### config.mk
export PLATFORM = sky130hd
export DESIGN_NAME = mpte_fetch_stage
export DESIGN_NICKNAME = d
export VERILOG_FILES = /design/src/rtl/mpt_pkg.sv /design/src/rtl/mpte_fetch_stage.sv
export SDC_FILE = /design/constraint.sdc
export NUM_CORES = 1
export LEC_CHECK = 0
export CAP_MARGIN = 20
export CORE_AREA = 5 5 170 172
export DETAILED_ROUTE_END_ITERATION = 8
export DIE_AREA = 0 0 175 177
export GPL_TIMING_DRIVEN = 0
export REMOVE_ABC_BUFFERS = 1
export SLEW_MARGIN = 0
export SYNTH_ARGS = -nofsm -noshare
export SYNTH_HDL_FRONTEND = slang
export SYNTH_SLANG_ARGS = --single-unit
export TNS_END_PERCENT = 1
### constraint.sdc
create_clock -name clk_i -period 1.66 [get_ports clk_i]
set_input_delay 0.332 -clock clk_i [delete_from_list [all_inputs] [get_ports clk_i]]
set_output_delay 0.332 -clock clk_i [all_outputs]
set_load 0.02 [all_outputs]
### src/rtl/mpt_pkg.sv
// Shared types for the MPT walker pipeline.
// Transaction bundle, walk/flush encodings, memory-stage states.
package mpt_pkg;

  typedef logic [63:0] mpt_entry_t;

  typedef enum logic [1:0] {
    MPT_WALKING_SKIP = 2'd0,
    MPT_WALKING_DO   = 2'd1,
    MPT_WALKING_FWD  = 2'd2
  } mptw_walking_e;

  typedef struct packed {
    logic          valid;
    mptw_walking_e walking;
    logic          err;
    logic [31:0]   mpte_ptr;
    mpt_entry_t    mpte;
  } mptw_transaction_t;

  typedef enum logic {
    MPT_FLUSH_NONE = 1'b0,
    MPT_FLUSH_ALL  = 1'b1
  } mptw_flush_ctrl_e;

  typedef enum logic [1:0] {
    MPT_FLUSH_IDLE    = 2'd0,
    MPT_FLUSH_PENDING = 2'd1,
    MPT_FLUSH_DONE    = 2'd2
  } mptw_flush_status_e;

  typedef enum logic [1:0] {
    IDLE = 2'd0,
    REQ  = 2'd1,
    WAIT = 2'd2,
    OUT  = 2'd3
  } mptw_mem_state_e;

  localparam int unsigned MPTW_TXN_W =
    $bits(mptw_transaction_t);

  function automatic logic needs_fetch(
    input mptw_transaction_t t
  );
    return t.valid &&
      (t.walking == MPT_WALKING_DO);
  endfunction

endpackage

### src/rtl/mpte_fetch_stage.sv
// MPT walker memory stage: one MPTE read per DO
// transaction, update to forwarding buffer, then pass on.
module mpte_fetch_stage
  import mpt_pkg::*;
#(
  parameter int unsigned TRANSACTION_DATA_WIDTH = MPTW_TXN_W,
  parameter int unsigned MEM_ADDR_WIDTH = 64,
  parameter int unsigned MEM_DATA_WIDTH = 64
) (
  input  logic clk_i,
  input  logic rst_ni,

  input  logic fwd_slave_stage_valid,
  output logic fwd_slave_stage_ready,
  input  logic [TRANSACTION_DATA_WIDTH-1:0]
    fwd_slave_stage_data,

  output logic update_master_stage_valid,
  input  logic update_master_stage_ready,
  output logic [TRANSACTION_DATA_WIDTH-1:0]
    update_master_stage_data,

  output logic next_master_stage_valid,
  input  logic next_master_stage_ready,
  output logic [TRANSACTION_DATA_WIDTH-1:0]
    next_master_stage_data,

  output logic mem_req_o,
  input  logic mem_gnt_i,
  output logic [MEM_ADDR_WIDTH-1:0] mem_addr_o,
  input  logic mem_rvalid_i,
  input  logic [MEM_DATA_WIDTH-1:0] mem_rdata_i,
  input  logic mem_err_i,

  input  logic [$bits(mptw_flush_ctrl_e)-1:0]
    stage_ctrl_flush,
  output logic [$bits(mptw_flush_status_e)-1:0]
    stage_status_flush
);

  mptw_mem_state_e    state_q;
  mptw_transaction_t  txn_q;
  mptw_transaction_t  txn_in;
  mptw_flush_status_e status_q;
  logic               drop_q;
  logic               upd_q;
  logic               flush_req;
  logic               accept;
  logic               unused_upd_ready;

  // The forwarding buffer always takes updates.
  assign unused_upd_ready = update_master_stage_ready;

  assign txn_in    = mptw_transaction_t'(fwd_slave_stage_data);
  assign flush_req = (stage_ctrl_flush != MPT_FLUSH_NONE);

  assign fwd_slave_stage_ready =
    (state_q == IDLE) && !flush_req;
  assign accept =
    fwd_slave_stage_valid && fwd_slave_stage_ready;

  assign mem_req_o  = (state_q == REQ);
  assign mem_addr_o = (state_q == REQ) ?
    MEM_ADDR_WIDTH'(txn_q.mpte_ptr) : '0;

  assign next_master_stage_valid = (state_q == OUT);
  assign next_master_stage_data  =
    TRANSACTION_DATA_WIDTH'(txn_q);

  assign update_master_stage_valid = upd_q;
  assign update_master_stage_data  =
    TRANSACTION_DATA_WIDTH'(txn_q);

  assign stage_status_flush = status_q;

  always_ff @(posedge clk_i) begin
    if (!rst_ni) begin
      state_q  <= IDLE;
      txn_q    <= '0;
      drop_q   <= 1'b0;
      upd_q    <= 1'b0;
      status_q <= MPT_FLUSH_IDLE;
    end else begin
      upd_q    <= 1'b0;
      status_q <= MPT_FLUSH_IDLE;
      unique case (state_q)
        IDLE: begin
          if (accept) begin
            txn_q   <= txn_in;
            state_q <= needs_fetch(txn_in) ? REQ : OUT;
          end
        end
        REQ: begin
          // A granted request cannot be retracted; mark it.
          if (flush_req || drop_q) begin
            drop_q   <= 1'b1;
            status_q <= MPT_FLUSH_PENDING;
          end
          if (mem_gnt_i) state_q <= WAIT;
        end
        WAIT: begin
          if (mem_rvalid_i) begin
            if (flush_req || drop_q) begin
              drop_q   <= 1'b0;
              txn_q    <= '0;
              state_q  <= IDLE;
              status_q <= MPT_FLUSH_DONE;
            end else begin
              if (mem_err_i) txn_q.err <= 1'b1;
              else txn_q.mpte <= mpt_entry_t'(mem_rdata_i);
              upd_q   <= !mem_err_i;
              state_q <= OUT;
            end
          end else if (flush_req || drop_q) begin
            drop_q   <= 1'b1;
            status_q <= MPT_FLUSH_PENDING;
          end
        end
        OUT: begin
          if (flush_req) begin
            txn_q    <= '0;
            state_q  <= IDLE;
            status_q <= MPT_FLUSH_DONE;
          end else if (next_master_stage_ready) begin
            state_q <= IDLE;
          end
        end
        default: state_q <= IDLE;
      endcase
    end
  end

endmodule

==> results of run 1 <==
[critical path, stage by stage (launching register included)]
cell      delay, ns
dfxtp_4        0.38
buf_6          0.18
mux2_4         0.35
a22o_4         0.29
and2_4         0.19
buf_16         0.19
a311oi_2       0.23
[worst paths after layout]
check | endpoint | slack, ns | cells after the start
setup / recovery | next_master_stage_data[30]$_SDFFE_PN0P_ | -0.28 | 6
hold reg to reg | next_master_stage_data[81]$_SDFFE_PN0P_ | 0.50 | 2
setup reg to reg | next_master_stage_data[30]$_SDFFE_PN0P_ | -0.28 | 6
hold / removal | update_master_stage_valid$_SDFF_PP0_ | 0.49 | 3
[power breakdown]
| group | switching, W | leakage (nW) | internal (W) |
|---|---|---|---|
| combinational | 0.00250 | 3.64 | 0.00189 |
| clock | 0.00107 | 0.132 | 0.00117 |
| sequential | 0.000293 | 0.872 | 0.00285 |
[cell type report]
class | count | area [um2]
Fill cell | 2860 | 16450
Timing Repair Buffer | 447 | 4491
Multi-Input combinational cell | 477 | 3513
Sequential cell | 106 | 2132
Tap cell | 346 | 432.9
Clock buffer | 11 | 232.7
Clock inverter | 4 | 53.80
Inverter | 2 | 16.27
Antenna cell | 1 | 2.502
[metrics by stage]
stage / std cells / util (%)
after floorplan: 578 / -
after global placement: 1333 / 36.14
after detailed placement: 1344 / 37.36
after CTS: 1392 / 39.39
after global routing: 1394 / 39.80
final: 1394 / 39.80
[layer usage]
| layer | wire, um | GRT usage (%) |
|---|---|---|
| met5 | 0 | 0 |
| met4 | 451 | 4.092 |
| met3 | 2338 | 5.725 |
| met2 | 15270 | 33.25 |
| met1 | 12330 | 21.51 |
[cell usage after synthesis]
library cell | n | area share [%]
buf_4 | 133 | 15
dfxtp_1 | 106 | 32
a21oi_1 | 105 | 8.0
nand3_1 | 100 | 7.6
nand2b_1 | 64 | 6.1
a311oi_2 | 60 | 14
clkbuf_1 | 51 | 2.9
nand4b_1 | 35 | 4.6
and2_1 | 34 | 3.2
buf_2 | 15 | 1.1
buf_6 | 8 | 1.4
nor2_1 | 8 | 0.45
o21ai_0 | 5 | 0.38
a311oi_1 | 4 | 0.53
buf_1 | 4 | 0.23
nand2_1 | 4 | 0.23
a211oi_1 | 2 | 0.23
inv_1 | 2 | 0.11
nor2b_1 | 2 | 0.19
nor3_1 | 2 | 0.15
o21a_1 | 2 | 0.23
a22o_2 | 1 | 0.15
and3_1 | 1 | 0.095
conb_1 | 1 | 0.057
mux2_2 | 1 | 0.17
mux2i_1 | 1 | 0.15
nand3b_1 | 1 | 0.11
nor3_2 | 1 | 0.15
nor3b_1 | 1 | 0.11
o211ai_1 | 1 | 0.11
o211ai_2 | 1 | 0.19
o21ai_1 | 1 | 0.076
o31ai_1 | 1 | 0.11
[flip-flops by register name (all words and copies together), names as in the netlist]
signal	flops
stage_status_flush	2
update_master_stage_valid	1
drop_q	1
state_q	2
next_master_stage_data	100
[what timing repair did]
item	4_1_cts	5_1_grt
buffers inserted	24	3
gates cloned	9	0
setup endpoints to repair	339	126
pin swaps	6	12
resized for setup	435	38
[cell families (layout without fill, tap and decap cells)]
family / Yosys count / after routing / synth area share [%]
buffers and inverters: 213 / 464 / 20.86
other: 1 / 33 / 0.05680
AND/OR/NAND/NOR: 253 / 256 / 23.01
flip-flops: 106 / 106 / 32.14
AO/OA/AOI/OAI: 183 / 187 / 23.61
multiplexers: 2 / 2 / 0.3221
==> metrics.md, run 1 <==
| Metric | Value |
|---|---|
| Final period util | `116.6%` |
| Most frequent cells in the layout | `202 x dlygate4sd2_1, 170 x clkdlybuf4s50_1, 102 x dfxtp_1` |
| Die H | `177 um` |
| Post-synthesis register bit count | `106` |
| PD cells | `898.8 nW/um2` |
| Worst Skew | `0.01260 ns` |
| Routed vias | `6,702` |
| FF-to-FF Start | `state_q[0]$_SDFFE_PN0P_` |
| Clk_lat worst skew | `0.36 ns` |
| Wirelength per Cell | `21.81 um` |
| Pin count of the biggest net entering global routing | `a little over 100` |
| Root buf cell | `clkbuf_16` |
| Tot Pwr | `0.009774 W` |
| Initial Utilization | `24.16%` |
| DP Area | `10,210 um2` |
| Boundary Pins | `443` |
| Commonest non-fill, non-tap cell in the layout | `dlygate4sd2_1` |
| Clock-pin slew on the worst setup and hold paths | `0.08 ns` |
| Final ANT Viol Nets | `0` |
| Worst setup SP type | `register` |
| Die Wd | `175 um` |
| CP startpoint | `state_q[0]$_SDFFE_PN0P_` |
| Violated checks | `negative setup slack` |
| Status | `finished, violations left` |
| Max IR drop VDD | `approximately 350 uV` |
| Final critical-path required period | `1.935 ns` |
| Fmax | `516.7 MHz` |
| Critical Path RT | `1.92 ns` |
| Layout overhead on the synthesized area | `64.70%` |
| Final setup TNS | `-22.65 ns` |
| Die area | `30,980 um2` |
| Cts hold-fix bufs | `0` |
| CTS Buf Count | `9` |
| # nets final | `~1,200` |
| Final worst setup slack | `-0.2755 ns` |
| Crit path kind | `register to register` |
| Final Setup Violations | `98` |
| Setup crit end kind | `register` |
| Core Box Area | `27,320 um2` |
| Routability Congestion | `~0.74` |
| Hpwl dp | `19,250 um` |
| Total gr overflow | `0` |
| Hold slack | `0.4874 ns` |
| Synthesized netlist cell count | `between 700 and 800` |
| Clk buf depth | `2` |
| CTS tree | `done` |
| Leakage power | `between 4 and 5 nW` |
| Via-per-instance ratio | `4.808` |
| Syn_area_per_cell | `just under 9 um2` |
| Max-slew headroom | `between 50 and 60%` |
| Sequential area share after synthesis | `32.14%` |
| Port bufs | `409` |
| Hold crit path type | `input pin to register` |
| Fin. Hold Viols | `0` |
| Drt pass-1 iters | `4` |
| Max Fanout on Critical Path | `34` |
| # DRC | `0` |
| First-pass GRT wire length | `43,640 um` |
| Initial antenna violation count | `1` |
| Finished Cell Area | `about 11,000 um2` |
| Global Route Usage Sum | `18.44%` |
| RSZ-0062 raised after global routing | `yes` |
| Site Rows | `61` |
| Vias in the first global route | `6,619` |
| Clock sink total | `between 100 and 150` |
| Max-cap violation count | `0` |
| Htree depth | `3` |
| CP Data Arrival Time | `2.20 ns` |
| Post-Route WL | `30,400 um` |
| Drt first-iter violations | `around 350` |
| Yosys warnings | `0` |
| Worst slew pin tran | `0.6151 ns` |
| Hold path startpoint | `mem_rvalid_i` |
| Fin. max-slew vios | `0` |
| DP Worst Slack | `-2.335 ns` |
| Post-Synthesis Cell Area | `6603 um2` |
| Ratio of cells with drive above 1 in the final layout | `19.68%` |
| Distinct cells, synth | `33` |
Power figures use the tool's default switching activity.
==> inputs of run 2 (changes only) <==
- TNS_END_PERCENT: 1 -> 10
==> run 2 against run 1 <==
Compared with the run above:
- the run still ends with negative setup slack left
- fmax about the same
- design area about the same
- first-iteration DRC count decreased by 6.3%
- clock-buffer cell count unchanged
- register-to-register slack about the same
- wire length increased by 0.20%
- non-clock buffer count unchanged
- total power increased by 0.20%
- die area unchanged
- critical path type unchanged
- largest cell class unchanged
==> metrics.md, run 2 (synthesis gave the netlist of run 1 again) <==
| Metric | Value |
|---|---|
| Status | `finished, violations left` |
| Violated checks | `negative setup slack` |
| Commonest non-fill, non-tap cell in the layout | `dlygate4sd2_1` |
| # nets final | `1,216` |
| CP Data Arrival Time | `2.20 ns` |
| Final ANT Viol Nets | `0` |
| Biggest cell delay along the critical path | `0.38 ns` |
| Site Rows | `61` |
| FF-to-FF End | `next_master_stage_data[30]$_SDFFE_PN0P_` |
| Wirelength per Cell | `21.83 um` |
| Hpwl dp | `19,250 um` |
| Clock sink total | `106` |
| Cts hold-fix bufs | `0` |
| Most frequent cells in the layout | `201 x dlygate4sd2_1, 170 x clkdlybuf4s50_1, 102 x dfxtp_1` |
| WP buf/inv | `2` |
| Root buf cell | `clkbuf_16` |
| Reg2reg setup slack | `-0.27 ns` |
| Total gr overflow | `0` |
| Die Wd | `~180 um` |
| Initial Utilization | `between 20 and 25%` |
| Critical Path RT | `1.92 ns` |
| Via-per-instance ratio | `between 4 and 5` |
| Max FFs per register | `100` |
| Routed vias | `6,695` |
| Fin. Hold Viols | `0` |
| Placed cells | `around 1,300` |
| Critical path, cell by cell | `buf_6, mux2_4, a22o_4, and2_4, buf_16, a311oi_2` |
| PD cells | `899.8 nW/um2` |
| # DRC | `0` |
| Area of the multi-input gates | `3517 um2` |
| Fin cells | `1,395` |
| Htree depth | `3` |
| Layout overhead on the synthesized area | `64.85%` |
| Slowest stage cell, crit path | `dfxtp_4` |
| Final Core Density | `39.83%` |
| Hold path startpoint | `mem_rvalid_i` |
| Hold depth | `3` |
| Drt pass-1 iters | `4` |
| Max Fanout on Critical Path | `34` |
| Worst slew pin tran | `0.6017 ns` |
| Pin count of the biggest net entering global routing | `~100` |
| Die H | `177 um` |
| Global Route Usage Sum | `18.44%` |
| Met2 usage | `around a third` |
| Grt met3 use | `approximately 5.7%` |
| FF-to-FF Start | `state_q[0]$_SDFFE_PN0P_` |
| CP delay by family, top | `compound AO/OA/AOI/OAI gates` |
| # fillers | `2,856` |
| Initial antenna violation count | `1` |
| CTS Buf Count | `9` |
| Clock-pin slew on the worst setup and hold paths | `0.08 ns` |
| Boundary Pins | `about 440` |
| Hold crit path type | `input pin to register` |
| Clk buf depth | `2` |
| Fmax | `516.9 MHz` |
| Post-Route WL | `30,460 um` |
| Met1 Usage GRT | `21.50%` |
| Final period util | `116.6%` |
| Leakage power | `~4.7 nW` |
| Max-cap violation count | `0` |
| Drt first-iter violations | `329` |
| Crit path kind | `register to register` |
| Worst Skew | `0.01473 ns` |
| Clk_lat worst skew | `between 0.3 and 0.4 ns` |
| Vias in the first global route | `roughly 6,600` |
| Fin. max-slew vios | `0` |
| CTS tree | `done` |
| DP Worst Slack | `-2.335 ns` |
| Final worst setup slack | `-0.2747 ns` |
| Setup crit end kind | `register` |
| Core Box Area | `around 27,000 um2` |
| Die area | `30,980 um2` |
| RSZ-0062 raised after global routing | `yes` |
| Ratio of cells with drive above 1 in the final layout | `just under 20%` |
| Worst setup SP type | `register` |
| Gr busiest metal | `met2` |
| Final critical-path required period | `1.935 ns` |
| First-pass GRT wire length | `43,640 um` |
| Max IR drop VDD | `354.1 uV` |
| Tot Pwr | `just under 0.01 W` |
| Routability Congestion | `0.7416` |
| Max-slew headroom | `59.74%` |
| Final Setup Violations | `98` |
| Worst Hold Path EP | `update_master_stage_valid$_SDFF_PP0_` |
| R2r worst-path depth | `6` |
| Register area | `2132 um2` |
| Port bufs | `409` |
[run 2: cell types whose count changed in the layout (fill, tap and decap cells not counted), sizes merged]
cell	previous run	this run
dlymetal6s2s	1	2
diode	1	2
dlygate4sd2	202	201
[run 2: worst reg2reg max path, delay by kind of cell, from the launching register on]
family	cells	cell delay, ns
buffers and inverters	2	0.37
AOI/OAI and AO/OA	2	0.57
muxes	1	0.35
and+or+nand+nor	1	0.19
DFF	1	0.38
[run 2: how the worst max path moves through the flow]
stage	startpoint	endpoint	slack [ns]	cells after the start
6_report	state_q[0]$_SDFFE_PN0P_	next_master_stage_data[30]$_SDFFE_PN0P_	-0.27	6
5_1_grt	state_q[0]$_SDFFE_PN0P_	mem_addr_o[28]	-0.35	7
4_1_cts	state_q[0]$_SDFFE_PN0P_	mem_addr_o[13]	-0.36	7
3_5_place_dp	stage_ctrl_flush	next_master_stage_data[30]$_SDFFE_PN0P_	-2.34	6
3_3_place_gp	state_q[1]$_SDFFE_PN0P_	next_master_stage_data[36]$_SDFFE_PN0P_	-9.74	3
2_1_floorplan	state_q[1]$_SDFFE_PN0P_	next_master_stage_data[34]$_SDFFE_PN0P_	-5.02	3
[run 2: repair_timing]
action / CTS / global route
pin swaps: 5 / 14
cloned: 9 / 0
gates resized for setup: 434 / 40
setup buffers: 24 / 3
setup endpoints to repair: 339 / 127
[run 2: report_power, final]
| part | internal (W) | switching [W] |
|---|---|---|
| Combinational | 0.00190 | 0.00250 |
| Sequential | 0.00285 | 0.000295 |
| Clock | 0.00117 | 0.00108 |
[run 2: metal layers]
metal	vias up	share of wire [%]	routed length [um]
met5	-	0	0
met4	0	1.5	452
met3	19	7.7	2341
met2	317	50	15290
met1	3220	41	12380
li1	3139	-	-
[run 2: layout make-up]
| cell class | instances | area share [%] |
|---|---|---|
| inverters | 2 | 0.1494 |
| well taps | 346 | 3.977 |
| diodes | 2 | 0.04598 |
| repair buffers | 447 | 41.29 |
| clock inverters | 4 | 0.4943 |
| flip-flops and latches | 106 | 19.59 |
| clock buffers | 11 | 2.138 |
| multi-input cells | 477 | 32.31 |
[run 2: stage by stage]
step                      setup TNS, ns  hold WS [ns]  cell area (um2)
after floorplan                 -516.40        0.4458             5349
after global placement         -1038.38        0.4836             9876
after detailed placement        -216.34        0.4885            10210
after CTS                        -32.09        0.4723            10760
after global routing             -29.70        0.5062            10880
final                            -22.60        0.4887            10880
==> inputs of run 3 (changes only) <==
- MAX_ROUTING_LAYER: unset -> met4
==> run 3 against run 2 <==
Compared with the run above:
- the flow still finishes with violations (negative setup slack)
- first-iteration DRC count fell by 5.8%
- combinational power about the same
- sequential share of layout area about the same
- worst hold slack better by 0.00089 ns
- non-clock buffer count stayed put
- fmax is 0.15% lower
- worst setup slack worse by 0.0029 ns
- design area hardly changed
- utilization about the same
- via count increased by 0.37%
- clock skew shrank 0.0036 ns
- total power shrank 0.22%
- critical path type unchanged
- critical endpoint unchanged
- highest routed layer unchanged
==> metrics.md, run 3 (synthesis gave the netlist of run 1 again) <==
| Metric | Value |
|---|---|
| Status | `finished, violations left` |
| Violated checks | `negative setup slack` |
| DP Area | `roughly 10,000 um2` |
| Biggest cell delay along the critical path | `0.38 ns` |
| Global Route Usage Sum | `18.93%` |
| Site Rows | `61` |
| Drt first-iter violations | `310` |
| Final worst setup slack | `-0.2776 ns` |
| Htree depth | `3` |
| Final critical-path required period | `around 1.9 ns` |
| Fin. Hold Viols | `0` |
| Die H | `177 um` |
| Routed vias | `6,720` |
| Hold crit path type | `input pin to register` |
| Wirelength per Cell | `21.80 um` |
| Clk_lat worst skew | `0.35 ns` |
| Total gr overflow | `0` |
| Initial antenna violation count | `1` |
| Slowest stage cell, crit path | `dfxtp_4` |
| Port bufs | `409` |
| Die area | `30,980 um2` |
| Hpwl dp | `19,250 um` |
| Max IR drop VDD | `354.4 uV` |
| Worst Skew | `0.01112 ns` |
| Clk buf depth | `2` |
| Ratio of cells with drive above 1 in the final layout | `19.77%` |
| First-pass GRT wire length | `roughly 43,000 um` |
| Max FFs per register | `100` |
| Most frequent cells in the layout | `201 x dlygate4sd2_1, 170 x clkdlybuf4s50_1, 102 x dfxtp_1` |
| Root buf cell | `clkbuf_16` |
| # nets final | `about 1,200` |
| FF-to-FF Start | `state_q[0]$_SDFFE_PN0P_` |
| Hold path startpoint | `mem_rvalid_i` |
| Fin. max-slew vios | `0` |
| Critical Path RT | `1.92 ns` |
| Layout overhead on the synthesized area | `64.81%` |
| Fmax | `516.1 MHz` |
| Hold depth | `3` |
| FF-to-FF End | `next_master_stage_data[30]$_SDFFE_PN0P_` |
| Core Box Area | `between 20,000 and 30,000 um2` |
| PD cells | `898.0 nW/um2` |
| Initial Utilization | `24.16%` |
| Vias in the first global route | `6,670` |
| CTS tree | `done` |
| # DRC | `0` |
| Post-Route WL | `between 30,000 and 40,000 um` |
| Clock-pin slew on the worst setup and hold paths | `0.08 ns` |
| # fillers | `~2,900` |
| Pin count of the biggest net entering global routing | `around 100` |
| Final Setup Violations | `approximately 100` |
| Commonest non-fill, non-tap cell in the layout | `dlygate4sd2_1` |
| Max-slew headroom | `58.85%` |
| CTS Buf Count | `9` |
| Die Wd | `175 um` |
| R2r worst-path depth | `6` |
| Setup crit end kind | `register` |
| Boundary Pins | `443` |
| Max Fanout on Critical Path | `34` |
| Leakage power | `4.654 nW` |
| Worst Hold Path EP | `update_master_stage_valid$_SDFF_PP0_` |
| Final ANT Viol Nets | `0` |
| CP Data Arrival Time | `between 2 and 2.5 ns` |
| Final Core Density | `39.83%` |
| Reg2reg setup slack | `-0.28 ns` |
| Worst slew pin tran | `a little over 0.6 ns` |
| Crit path kind | `register to register` |
| Max-cap violation count | `0` |
| Critical path, cell by cell | `buf_6, mux2_4, a22o_4, and2_4, buf_16, a311oi_2` |
| RSZ-0062 raised after global routing | `yes` |
| Via-per-instance ratio | `between 4 and 5` |
| Routability Congestion | `approximately 0.75` |
| Final period util | `116.7%` |
| Finished Cell Area | `10,880 um2` |
| Worst setup SP type | `register` |
| Drt pass-1 iters | `7` |
| Clock sink total | `106` |
run 3: cell count changes in the layout (fill, tap and decap cells not counted), sizes merged:
cell,before,now
diode,2,1
run 3: metal layers:
metal  GRT usage [%]  wire length [um]
met1           21.69             12500
met2           33.45             15350
met3           4.999              2084
met4           4.092               463
met5               -                 0
run 3: timing repair:
action,4_1_cts,5_1_grt
gates resized for setup,434,40
hold buffers,0,0
endpoints found under the setup margin,339,125
buffers inserted,24,3
pin swaps,5,14
gates cloned,9,0
run 3: area by class of cell:
cell class	instances	area, um2	share of cell area (%)
multi-input cells	477	3517	32.32
clock inverters	4	53.80	0.4944
well taps	346	432.9	3.978
diodes	1	2.502	0.02300
inverters	2	16.27	0.1495
clock buffers	11	232.7	2.139
repair buffers	447	4494	41.30
flip-flops and latches	106	2132	19.59
run 3: how the worst max path moves through the flow:
stage                                  from                                 endpoint  slack, ns  cells past startpoint
floorplan           state_q[1]$_SDFFE_PN0P_  next_master_stage_data[34]$_SDFFE_PN0P_      -5.02                      3
global placement    state_q[1]$_SDFFE_PN0P_  next_master_stage_data[36]$_SDFFE_PN0P_      -9.74                      3
detailed placement         stage_ctrl_flush  next_master_stage_data[30]$_SDFFE_PN0P_      -2.34                      6
CTS                 state_q[0]$_SDFFE_PN0P_                           mem_addr_o[13]      -0.36                      7
global route        state_q[0]$_SDFFE_PN0P_                           mem_addr_o[28]      -0.35                      7
finish              state_q[0]$_SDFFE_PN0P_  next_master_stage_data[30]$_SDFFE_PN0P_      -0.28                      6
run 3: through the flow:
stage               cells  setup slack, ns  hold slack, ns  power (W)  TNS (ns)
floorplan             578           -5.023          0.4458   0.005242   -516.40
global placement     1333           -9.740          0.4836   0.007389  -1038.38
detailed placement   1344           -2.335          0.4885   0.007542   -216.34
CTS                  1392          -0.3634          0.4723   0.009895    -32.09
global route         1394          -0.3478          0.5029    0.01027    -29.64
finish               1394          -0.2776          0.4896   0.009772    -22.82
run 3: critical path: cells and delay by family, from the launching register on:
| family | cells | cell delay [ns] |
|---|---|---|
| AO/OA/AOI/OAI | 2 | 0.52 |
| AND/OR/NAND/NOR | 1 | 0.19 |
| buffers and inverters | 2 | 0.37 |
| flip-flops | 1 | 0.38 |
| multiplexers | 1 | 0.35 |
run 3: report_power, final:
part,switching (W),internal [W]
Combinational,0.00250,0.00190
Sequential,0.000294,0.00285
Clock,0.00106,0.00117
